===== src/rtl/fpu_defs_fmac.sv =====
// Shared FMAC definitions: datapath widths and small helpers used by the
// FMAC issue arbiter and its round-robin selector.
package fpu_defs_fmac;

  localparam int unsigned C_FMAC_WIDTH = 32;
  localparam int unsigned C_RM_WIDTH   = 3;
  localparam int unsigned C_FLAG_WIDTH = 5;

  // Increment an index modulo n (used for the round-robin pointer).
  function automatic int unsigned wrap_inc(input int unsigned idx, input int unsigned n);
    return (idx + 1 >= n) ? 0 : idx + 1;
  endfunction

endpackage


===== src/rtl/rr_arb_tree_fmac.sv =====
// Combinational round-robin selector: picks the lowest-indexed requester at
// or above the priority pointer, wrapping modulo NUM_REQ.
module rr_arb_tree_fmac #(
  parameter int unsigned NUM_REQ = 4,
  parameter int unsigned IDX_W   = (NUM_REQ > 1) ? $clog2(NUM_REQ) : 1
) (
  input  logic [NUM_REQ-1:0] req_i,
  input  logic [IDX_W-1:0]   prio_i,
  output logic [NUM_REQ-1:0] gnt_o,
  output logic [IDX_W-1:0]   idx_o,
  output logic               vld_o
);

  int unsigned j;
  logic        found;

  // Scan requesters starting at the pointer; first hit wins.
  always_comb begin
    gnt_o = '0;
    idx_o = '0;
    found = 1'b0;
    j     = 0;
    for (int unsigned i = 0; i < NUM_REQ; i++) begin
      j = 32'(prio_i) + i;
      if (j >= NUM_REQ) j = j - NUM_REQ;
      if (!found && req_i[j]) begin
        found    = 1'b1;
        gnt_o[j] = 1'b1;
        idx_o    = IDX_W'(j);
      end
    end
    vld_o = found;
  end

endmodule


===== src/rtl/fmac_arbiter.sv =====
// Shares one pipelined FMAC datapath among C_NUM_REQ requesters. Tracks
// in-flight ops as a {valid, tag} shift register, routes results back by tag
// and freezes the whole pipe while the owning requester is not ready.
module fmac_arbiter
  import fpu_defs_fmac::*;
#(
  parameter int unsigned C_NUM_REQ = 4,
  parameter int unsigned C_LAT     = 3
) (
  input  logic                                     Clk_CI,
  input  logic                                     Rst_RI,
  input  logic [C_NUM_REQ-1:0]                     Req_SI,
  input  logic [C_NUM_REQ-1:0][C_FMAC_WIDTH-1:0]   OpA_DI,
  input  logic [C_NUM_REQ-1:0][C_FMAC_WIDTH-1:0]   OpB_DI,
  input  logic [C_NUM_REQ-1:0][C_FMAC_WIDTH-1:0]   OpC_DI,
  input  logic [C_NUM_REQ-1:0][C_RM_WIDTH-1:0]     RM_DI,
  output logic [C_NUM_REQ-1:0]                     Gnt_SO,
  output logic [C_FMAC_WIDTH-1:0]                  OpA_DO,
  output logic [C_FMAC_WIDTH-1:0]                  OpB_DO,
  output logic [C_FMAC_WIDTH-1:0]                  OpC_DO,
  output logic [C_RM_WIDTH-1:0]                    RM_DO,
  output logic                                     Valid_SO,
  output logic                                     En_SO,
  input  logic [C_FMAC_WIDTH-1:0]                  Res_DI,
  input  logic [C_FLAG_WIDTH-1:0]                  Flags_DI,
  output logic [C_FMAC_WIDTH-1:0]                  Res_DO,
  output logic [C_FLAG_WIDTH-1:0]                  Flags_DO,
  output logic [C_NUM_REQ-1:0]                     ResValid_SO,
  input  logic [C_NUM_REQ-1:0]                     ResReady_SI,
  input  logic                                     Flush_SI,
  output logic                                     Busy_SO
);

  localparam int unsigned TW = (C_NUM_REQ > 1) ? $clog2(C_NUM_REQ) : 1;

  logic [C_LAT-1:0]         vld_pipe_q, vld_pipe_d;
  logic [C_LAT-1:0][TW-1:0] tag_pipe_q, tag_pipe_d;
  logic [TW-1:0]            prio_q, prio_d;

  logic [C_NUM_REQ-1:0] arb_gnt;
  logic [TW-1:0]        arb_idx;
  logic                 arb_vld;
  logic [TW-1:0]        last_tag;
  logic [TW-1:0]        sel;
  logic                 last_vld;
  logic                 stall;
  logic                 issue;

  rr_arb_tree_fmac #(
    .NUM_REQ (C_NUM_REQ),
    .IDX_W   (TW)
  ) u_rr (
    .req_i  (Req_SI),
    .prio_i (prio_q),
    .gnt_o  (arb_gnt),
    .idx_o  (arb_idx),
    .vld_o  (arb_vld)
  );

  // Stall when the oldest op cannot hand its result to its owner.
  always_comb begin
    last_vld = vld_pipe_q[C_LAT-1];
    last_tag = tag_pipe_q[C_LAT-1];
    stall    = last_vld & ~ResReady_SI[last_tag];
    issue    = arb_vld & ~stall & ~Flush_SI & ~Rst_RI;
  end

  // Next state: flush wipes valids even under stall; otherwise shift on enable.
  always_comb begin
    vld_pipe_d = vld_pipe_q;
    tag_pipe_d = tag_pipe_q;
    prio_d     = prio_q;
    if (!stall) begin
      for (int unsigned k = C_LAT - 1; k > 0; k--) begin
        vld_pipe_d[k] = vld_pipe_q[k-1];
        tag_pipe_d[k] = tag_pipe_q[k-1];
      end
      vld_pipe_d[0] = issue;
      tag_pipe_d[0] = arb_idx;
    end
    if (Flush_SI) vld_pipe_d = '0;
    if (issue) prio_d = TW'(wrap_inc(32'(arb_idx), C_NUM_REQ));
  end

  // Pipe tracking state and round-robin pointer.
  always_ff @(posedge Clk_CI) begin
    if (Rst_RI) begin
      vld_pipe_q <= '0;
      tag_pipe_q <= '0;
      prio_q     <= '0;
    end else begin
      vld_pipe_q <= vld_pipe_d;
      tag_pipe_q <= tag_pipe_d;
      prio_q     <= prio_d;
    end
  end

  // Output muxing; everything is forced quiet during reset except the enable.
  always_comb begin
    sel         = issue ? arb_idx : '0;
    Gnt_SO      = issue ? arb_gnt : '0;
    Valid_SO    = issue;
    En_SO       = Rst_RI | ~stall;
    OpA_DO      = Rst_RI ? '0 : OpA_DI[sel];
    OpB_DO      = Rst_RI ? '0 : OpB_DI[sel];
    OpC_DO      = Rst_RI ? '0 : OpC_DI[sel];
    RM_DO       = Rst_RI ? '0 : RM_DI[sel];
    Res_DO      = Rst_RI ? '0 : Res_DI;
    Flags_DO    = Rst_RI ? '0 : Flags_DI;
    Busy_SO     = ~Rst_RI & (|vld_pipe_q);
    ResValid_SO = '0;
    if (last_vld && !Flush_SI && !Rst_RI) ResValid_SO[last_tag] = 1'b1;
  end

endmodule


===== config.mk =====
export PLATFORM = sky130hd
export DESIGN_NAME = fmac_arbiter
export DESIGN_NICKNAME = d
export VERILOG_FILES = /design/src/rtl/fpu_defs_fmac.sv /design/src/rtl/rr_arb_tree_fmac.sv /design/src/rtl/fmac_arbiter.sv
export SDC_FILE = /design/constraint.sdc
export NUM_CORES = 1
export LEC_CHECK = 0
export ABC_AREA = 1
export ABC_CLOCK_PERIOD_IN_PS = 3700
export BUFFER_PORTS_ARGS = -buffer_cell sky130_fd_sc_hd__buf_2
export CORE_AREA = 2 2 230 232
export CTS_BUF_LIST = sky130_fd_sc_hd__clkbuf_8
export DETAILED_ROUTE_END_ITERATION = 10
export DIE_AREA = 0 0 232 234
export GPL_TIMING_DRIVEN = 0
export PLACE_DENSITY = 0.37
export SLEW_MARGIN = 20
export SYNTH_ARGS = -nofsm -noshare
export SYNTH_HDL_FRONTEND = slang
export SYNTH_SLANG_ARGS = --single-unit

===== constraint.sdc =====
create_clock -name Clk_CI -period 3.7 [get_ports Clk_CI]
set_input_delay 0.74 -clock Clk_CI [delete_from_list [all_inputs] [get_ports Clk_CI]]
set_output_delay 0.74 -clock Clk_CI [all_outputs]
set_load 0.01 [all_outputs]

==> metrics.md, run 1 <==
| Metric | Value |
|---|---|
| Hold depth | 2 |
| Commonest non-fill, non-tap cells in the layout | buf_2, nand2_1, nor2_1 |
| Final period util | 96.0% |
| Number of synthesized register bits | 11 |
| Endpoint, Worst Hold | vld_pipe_q[0] |
| Worst R2R Setup Slack | 1.32 ns |
| HP Start | vld_pipe_q[0] |
| Main synth FF type | dfxtp_1 |
| Area Overhead vs Synth | 80.4% |
| Initial drt markers | 391 |
| Sequential share of the synthesized area | 4.02% |
| Pwr dens | 270 nW/um^2 |
| Rows | 84 |
| Status | completed |
| Fill cell count | 6296 |
| Die area | 54300 um^2 |
| Final nets | 2257 |
| # H-tree levels | 1 |
| HPWL after DPL | 36300 um |
| LEAKAGE | 0.00582 uW |
| Root Buffer | clkbuf_8 |
| Hold Path Class | register to register |
| All-layer global routing usage | 14.6% |
| CTS tree | built |
| Reg clk slew, reported paths | 0.05 ns |
| Deepest clock path buffer count | 2 |
| Min Tclk post-route | 3.55 ns |
| Clk_skew | 0.00242 ns |
| Initial antenna violation count | 6 |
| CP Class | register to output port |
| Setup crit end kind | output port |
| Synthesized instance count | 1197 |
| FF-to-FF Start | prio_q[0] |
| Total number of vias | 9848 |
| Drt wl/cell | 17.4 um |
| Clock sinks | 11 |
| I/O pin total | 591 |
| Slew HR | 56.5% |
| Final setup fails | 0 |
| Synth Cell Area | 5480 um^2 |
| Vias in the first global route | 9505 |
| Clk Latency, worst-skew pair | 0.24 ns |
| Post-synth cell types | 33 |
| Initial Util | 10.5% |
| Synth async-reset ratio | 0% |
| Syn_area_per_cell | 4.58 um^2 |
| Syn Nets | 1645 |
| First-pass GRT wire length | 59100 um |
| Width of the chip | 232 um |
| Area of the multi-input gates | 4570 um^2 |
| Grt total ovfl | 0 |
| Worst VDD drop | 0.116 mV |
| End of the worst register-to-register path | prio_q[1] |
| Setup crit start kind | register |
| Gp weighted congestion | 0.901 |
| Worst EP arrival | 2.81 ns |
| Port Buf Inserts | 590 |
| Max Slew Vio Count | 0 |
| DRC | 0 |
| DIE HEIGHT | 234 um |
| Final ANT Viol Nets | 0 |
| Worst-Margin Slew | 0.652 ns |
| Yosys warning count | 0 |
| RSZ-0062 raised after global routing | yes |
| DRT Pass-1 Iters | 5 |
| Core ar. | 52000 um^2 |
| Largest net degree at the start of global routing | 11 |
| Total CTS buffers | 3 |
| Max-cap violation count | 0 |
| Final WL | 43500 um |
| Required time of the critical path | 2.96 ns |
| Hold WS | 0.480 ns |
| Reg area | 228 um^2 |
| Hold-fix buffers, CTS | 0 |
| R2R cell count | 15 |
| EDFF count, synth | 0 |
| Most common cell after layout, fill and taps aside | buf_2 |
| Total power | 2670 uW |
| Share of layout cells above drive strength 1 | 42.5% |
| Final hold viol count | 0 |
| Vias per cell | 3.93 |
| Fmax | 0.281 GHz |
| Worst-path fanout max | 10 |
## logic make-up after synthesis
| kind of cell | count (synthesis) | share of synthesized area, % |
|---|---|---|
| compound gates | 132 | 12.4 |
| fa+ha+maj | 4 | 0.914 |
| buf+inv | 157 | 15.0 |
| flops | 11 | 4.02 |
| simple gates | 893 | 67.7 |
## state kept, by name, indices dropped and copies added, names as in the netlist
signal	cells
last_tag	2
prio_q	2
tag_pipe_q	4
vld_pipe_q	3
## per-layer routing
layer  vias up  GRT usage (%)  share of wire [%]
met2       444           27.1                 50
met1      4404           17.5                 41
met4         2           3.33                2.1
met5         -              0              0.030
li1       4958              -                  -
met3        40           2.36                6.8
## final cells by class
cell class | instances | area share [%]
inverters | 65 | 2.76
plain buffers | 92 | 7.71
well taps | 688 | 8.71
clock inverters | 1 | 0.0380
clock buffers | 3 | 0.418
diodes | 7 | 0.177
multi-input cells | 1030 | 46.2
repair buffers | 606 | 31.6
flip-flops and latches | 11 | 2.30
## worst max-delay path: stages, from the launching register on
cell	delay (ns)
dfxtp_4	0.36
buf_6	0.11
inv_8	0.05
ha_4	0.29
inv_1	0.08
nand3_2	0.11
nand2_4	0.10
nand4_4	0.11
nand3_4	0.09
buf_12	0.18
nor2_8	0.14
buf_12	0.18
buf_4	0.23
nand2_1	0.09
nand3_1	0.09
nand2_1	0.05
nor2_1	0.12
buf_2	0.16
## report_power, final
part | leakage [uW] | total [uW] | internal (uW) | switching (uW)
clock | 0.0000269 | 116 | 72.7 | 43.6
combinational | 0.00570 | 2410 | 921 | 1490
sequential | 0.0000911 | 146 | 135 | 11.1
total | 0.00582 | 2670 | 1130 | 1540
## synth_stat cells (all sizes together) (2+ instances only)
cell,n,share of area (%)
dfxtp,11,4.0
inv,65,4.7
nor2,243,18
nor3,4,0.37
nand3,110,11
nand2,531,37
o21ai,108,9.9
a21oi,13,1.2
nand4,5,0.96
buf,59,7.7
a22oi,2,0.27
ha,4,0.91
o22ai,7,0.80
clkbuf,33,2.6
## worst max path at each step
stage,endpoint,from,slack (ns)
detailed placement,OpC_DO[5],prio_q[1],-0.75
global route,OpC_DO[5],prio_q[0],-0.003
CTS,OpB_DO[24],prio_q[0],0.03
finish,OpB_DO[30],prio_q[0],0.15
floorplan,OpC_DO[12],prio_q[0],0.69
global placement,OpC_DO[5],prio_q[1],-0.71
## per-stage QoR
step | instances | utilization, % | setup slack, ns | instance area, um^2 | TNS [ns]
after floorplan | 1197 | - | 0.686 | 5480 | 0
final | 2503 | 19.0 | 0.147 | 9880 | 0
after global routing | 2496 | 19.0 | -0.00260 | 9860 | -0.00260
after CTS | 2489 | 18.7 | 0.0311 | 9710 | 0
after detailed placement | 2475 | 17.9 | -0.753 | 9290 | -45.26
after global placement | 2475 | 17.9 | -0.711 | 9290 | -41.89
## repair_timing
| action | in CTS | in global routing |
|---|---|---|
| gates cloned | 2 | 0 |
| gates resized for setup | 75 | 45 |
| setup buffers | 8 | 7 |
| endpoints found under the setup margin | 99 | 96 |
| pin swaps | 3 | 5 |
(Power assumes the default switching activity.)
==> inputs of run 2 (changes only) <==
--- a/config.mk
+++ b/config.mk
@@ -6,7 +6,7 @@
 export NUM_CORES = 1
 export LEC_CHECK = 0
 export ABC_AREA = 1
-export ABC_CLOCK_PERIOD_IN_PS = 3700
+export ABC_CLOCK_PERIOD_IN_PS = 3710
 export BUFFER_PORTS_ARGS = -buffer_cell sky130_fd_sc_hd__buf_2
 export CORE_AREA = 2 2 230 232
 export CTS_BUF_LIST = sky130_fd_sc_hd__clkbuf_8
==> constraint.sdc (replaced) <==
create_clock -name Clk_CI -period 3.71 [get_ports Clk_CI]
set_input_delay 0.742 -clock Clk_CI [delete_from_list [all_inputs] [get_ports Clk_CI]]
set_output_delay 0.742 -clock Clk_CI [all_outputs]
set_load 0.01 [all_outputs]
==> run 2 against run 1 <==
Effect of this change: clock-buffer cell count is the same; register-to-register slack lost 0.04 ns; worst setup slack lost 0.024 ns; clock skew shrank 0.00093 ns; critical endpoint is now OpA_DO[13]; largest power group unchanged.
==> metrics.md, run 2 (synthesized netlist as in run 1, its figures left out) <==
| Metric | Value |
|---|---|
| Status | completed |
| Worst-path fanout max | 10 (unchanged) |
| RSZ-0062 raised after global routing | yes |
| DRC | 0 (unchanged) |
| Final setup fails | 0 (unchanged) |
| First-pass GRT wire length | 59100 um (about the same) |
| Worst EP arrival | 2.85 ns (+0.04 ns) |
| Initial Util | 10.5% (unchanged) |
| Reg with most FFs | tag_pipe_q |
| Gp weighted congestion | 0.901 (unchanged) |
| Fill cell count | 6294 (-0.032%) |
| Post-route cell area | 9930 um^2 (+0.49%) |
| Placed inst area | 9290 um^2 (unchanged) |
| Slew HR | 57.6% (+1.1 points) |
| Top flop regs | tag_pipe_q (4), vld_pipe_q (3) |
| Width of the chip | 232 um (unchanged) |
| Final hold viol count | 0 (unchanged) |
| LEAKAGE | 0.00584 uW (+0.32%) |
| All-layer global routing usage | 14.6% (about the same) |
| Commonest non-fill, non-tap cells in the layout | buf_2, nand2_1, nor2_1 |
| Max Slew Vio Count | 0 (unchanged) |
| Root Buffer | clkbuf_8 |
| Final nets | 2261 (+0.18%) |
| Fmax | 0.279 GHz |
| Most common cell after layout, fill and taps aside | buf_2 |
| Min Tclk post-route | 3.59 ns |
| Worst-Margin Slew | 0.636 ns (-0.0164 ns) |
| # H-tree levels | 1 (unchanged) |
| Initial antenna violation count | 6 (unchanged) |
| Worst VDD drop | 0.112 mV (-3.1%) |
| Grt total ovfl | 0 (unchanged) |
| Setup crit start kind | register |
| Share of layout cells above drive strength 1 | 42.6% (+0.13 points) |
| Clk Latency, worst-skew pair | 0.23 ns (about the same) |
| Vias per cell | 3.94 (about the same) |
| Max-cap violation count | 0 (unchanged) |
| Drt wl/cell | 17.3 um (-0.10%) |
| I/O pin total | 591 (unchanged) |
| Final ANT Viol Nets | 0 (unchanged) |
| DRT Pass-1 Iters | 5 (unchanged) |
| Hold Path Class | register to register |
| Max reg flops | 4 (unchanged) |
| Die area | 54300 um^2 (unchanged) |
| Area Overhead vs Synth | 81.3% |
| CP Class | register to output port |
| Required time of the critical path | 2.97 ns (about the same) |
| Largest net degree at the start of global routing | 11 (unchanged) |
| Core ar. | 52000 um^2 (unchanged) |
| Reg clk slew, reported paths | 0.05 ns (about the same) |
| Clock sinks | 11 (unchanged) |
| DIE HEIGHT | 234 um (unchanged) |
| Total number of vias | 9866 (+0.18%) |
| Initial drt markers | 399 (+2.0%) |
| HPWL after DPL | 36300 um (unchanged) |
| Fin Setup TNS | 0 ns (unchanged) |
| CTS tree | built |
| Clk_skew | 0.00149 ns (-0.000931 ns) |
| Final period util | 96.7% |
| Port Buf Inserts | 590 (unchanged) |
| Total CTS buffers | 3 (unchanged) |
| Setup crit end kind | output port |
| Rows | 84 (unchanged) |
| Final WL | 43500 um (about the same) |
| Pwr dens | 270 nW/um^2 (-0.13%) |
| Post-layout util | 19.1% (+0.094 points) |
| Deepest clock path buffer count | 2 (unchanged) |
| Vias in the first global route | 9500 (-0.053%) |
| Hold-fix buffers, CTS | 0 (unchanged) |
[run 2: cell count changes in the layout (fill, tap and decap cells not counted), sizes merged]
cell / previous run / this run
bufbuf: 1 / 0
buf: 660 / 666
clkbuf: 40 / 39
[run 2: metal layers]
| layer | track usage [%] | wire (um) | vias up |
|---|---|---|---|
| li1 | - | - | 4967 |
| met1 | 17.5 | 17800 | 4401 |
| met2 | 27.1 | 21500 | 456 |
| met3 | 2.36 | 3210 | 40 |
| met4 | 3.33 | 937 | 2 |
| met5 | 0 | 13 | - |
[run 2: path summary, 6_finish.rpt]
kind,slack [ns],end,depth (start not counted),startpoint
worst min register to register,0.48,vld_pipe_q[0],2,vld_pipe_q[0]
worst min-delay path,0.48,vld_pipe_q[0],2,vld_pipe_q[0]
worst max-delay path,0.12,OpA_DO[13],16,prio_q[1]
worst max register to register,1.28,prio_q[1],14,prio_q[1]
[run 2: critical path: stages (launching register included)]
cell and delay, ns:
dfxtp_4 0.38, clkinvlp_4 0.15, ha_4 0.33, inv_1 0.08, nand3_2 0.11, nand2_4 0.10, nand4_4 0.11, nand3_4 0.09
buf_12 0.18, inv_8 0.11, nand3_4 0.10, buf_12 0.17, buf_4 0.18, nand3_1 0.09, nand2_1 0.08, nor2_4 0.18
buf_2 0.16
[run 2: power by group]
group	internal, uW	total [uW]	switching, uW
sequential	134	146	11.4
combinational	932	2420	1480
clock	72.5	115	43.0
total	1140	2680	1540
[run 2: cell type report]
| type | count | area, um^2 | share of cell area, % |
|---|---|---|---|
| clock inverter | 1 | 3.75 | 0.0378 |
| tap | 688 | 861 | 8.67 |
| timing repair buffer | 610 | 3160 | 31.8 |
| buffer | 92 | 777 | 7.83 |
| inverter | 65 | 273 | 2.75 |
| sequential | 11 | 228 | 2.29 |
| clock buffer | 3 | 41.3 | 0.416 |
| multi-input combinational | 1030 | 4570 | 46.0 |
| antenna | 7 | 17.5 | 0.176 |
[run 2: timing repair]
item                                    in CTS  in global routing
buffers inserted                             6                 13
cloned                                       2                  0
endpoints found under the setup margin      99                 99
resized for setup                           71                 55
pin swaps                                    2                  5
endpoints found under the hold margin        0                  0
[run 2: per-stage QoR]
step                worst slack, ns  total power (uW)  std cells  hold WS, ns
global placement             -0.703              2330       2475        0.467
detailed placement           -0.745              2330       2475        0.469
CTS                        0.000559              2630       2487        0.478
global route                -0.0194              2940       2500        0.511
floorplan                     0.694              1360       1197        0.448
finish                        0.122              2680       2507        0.479
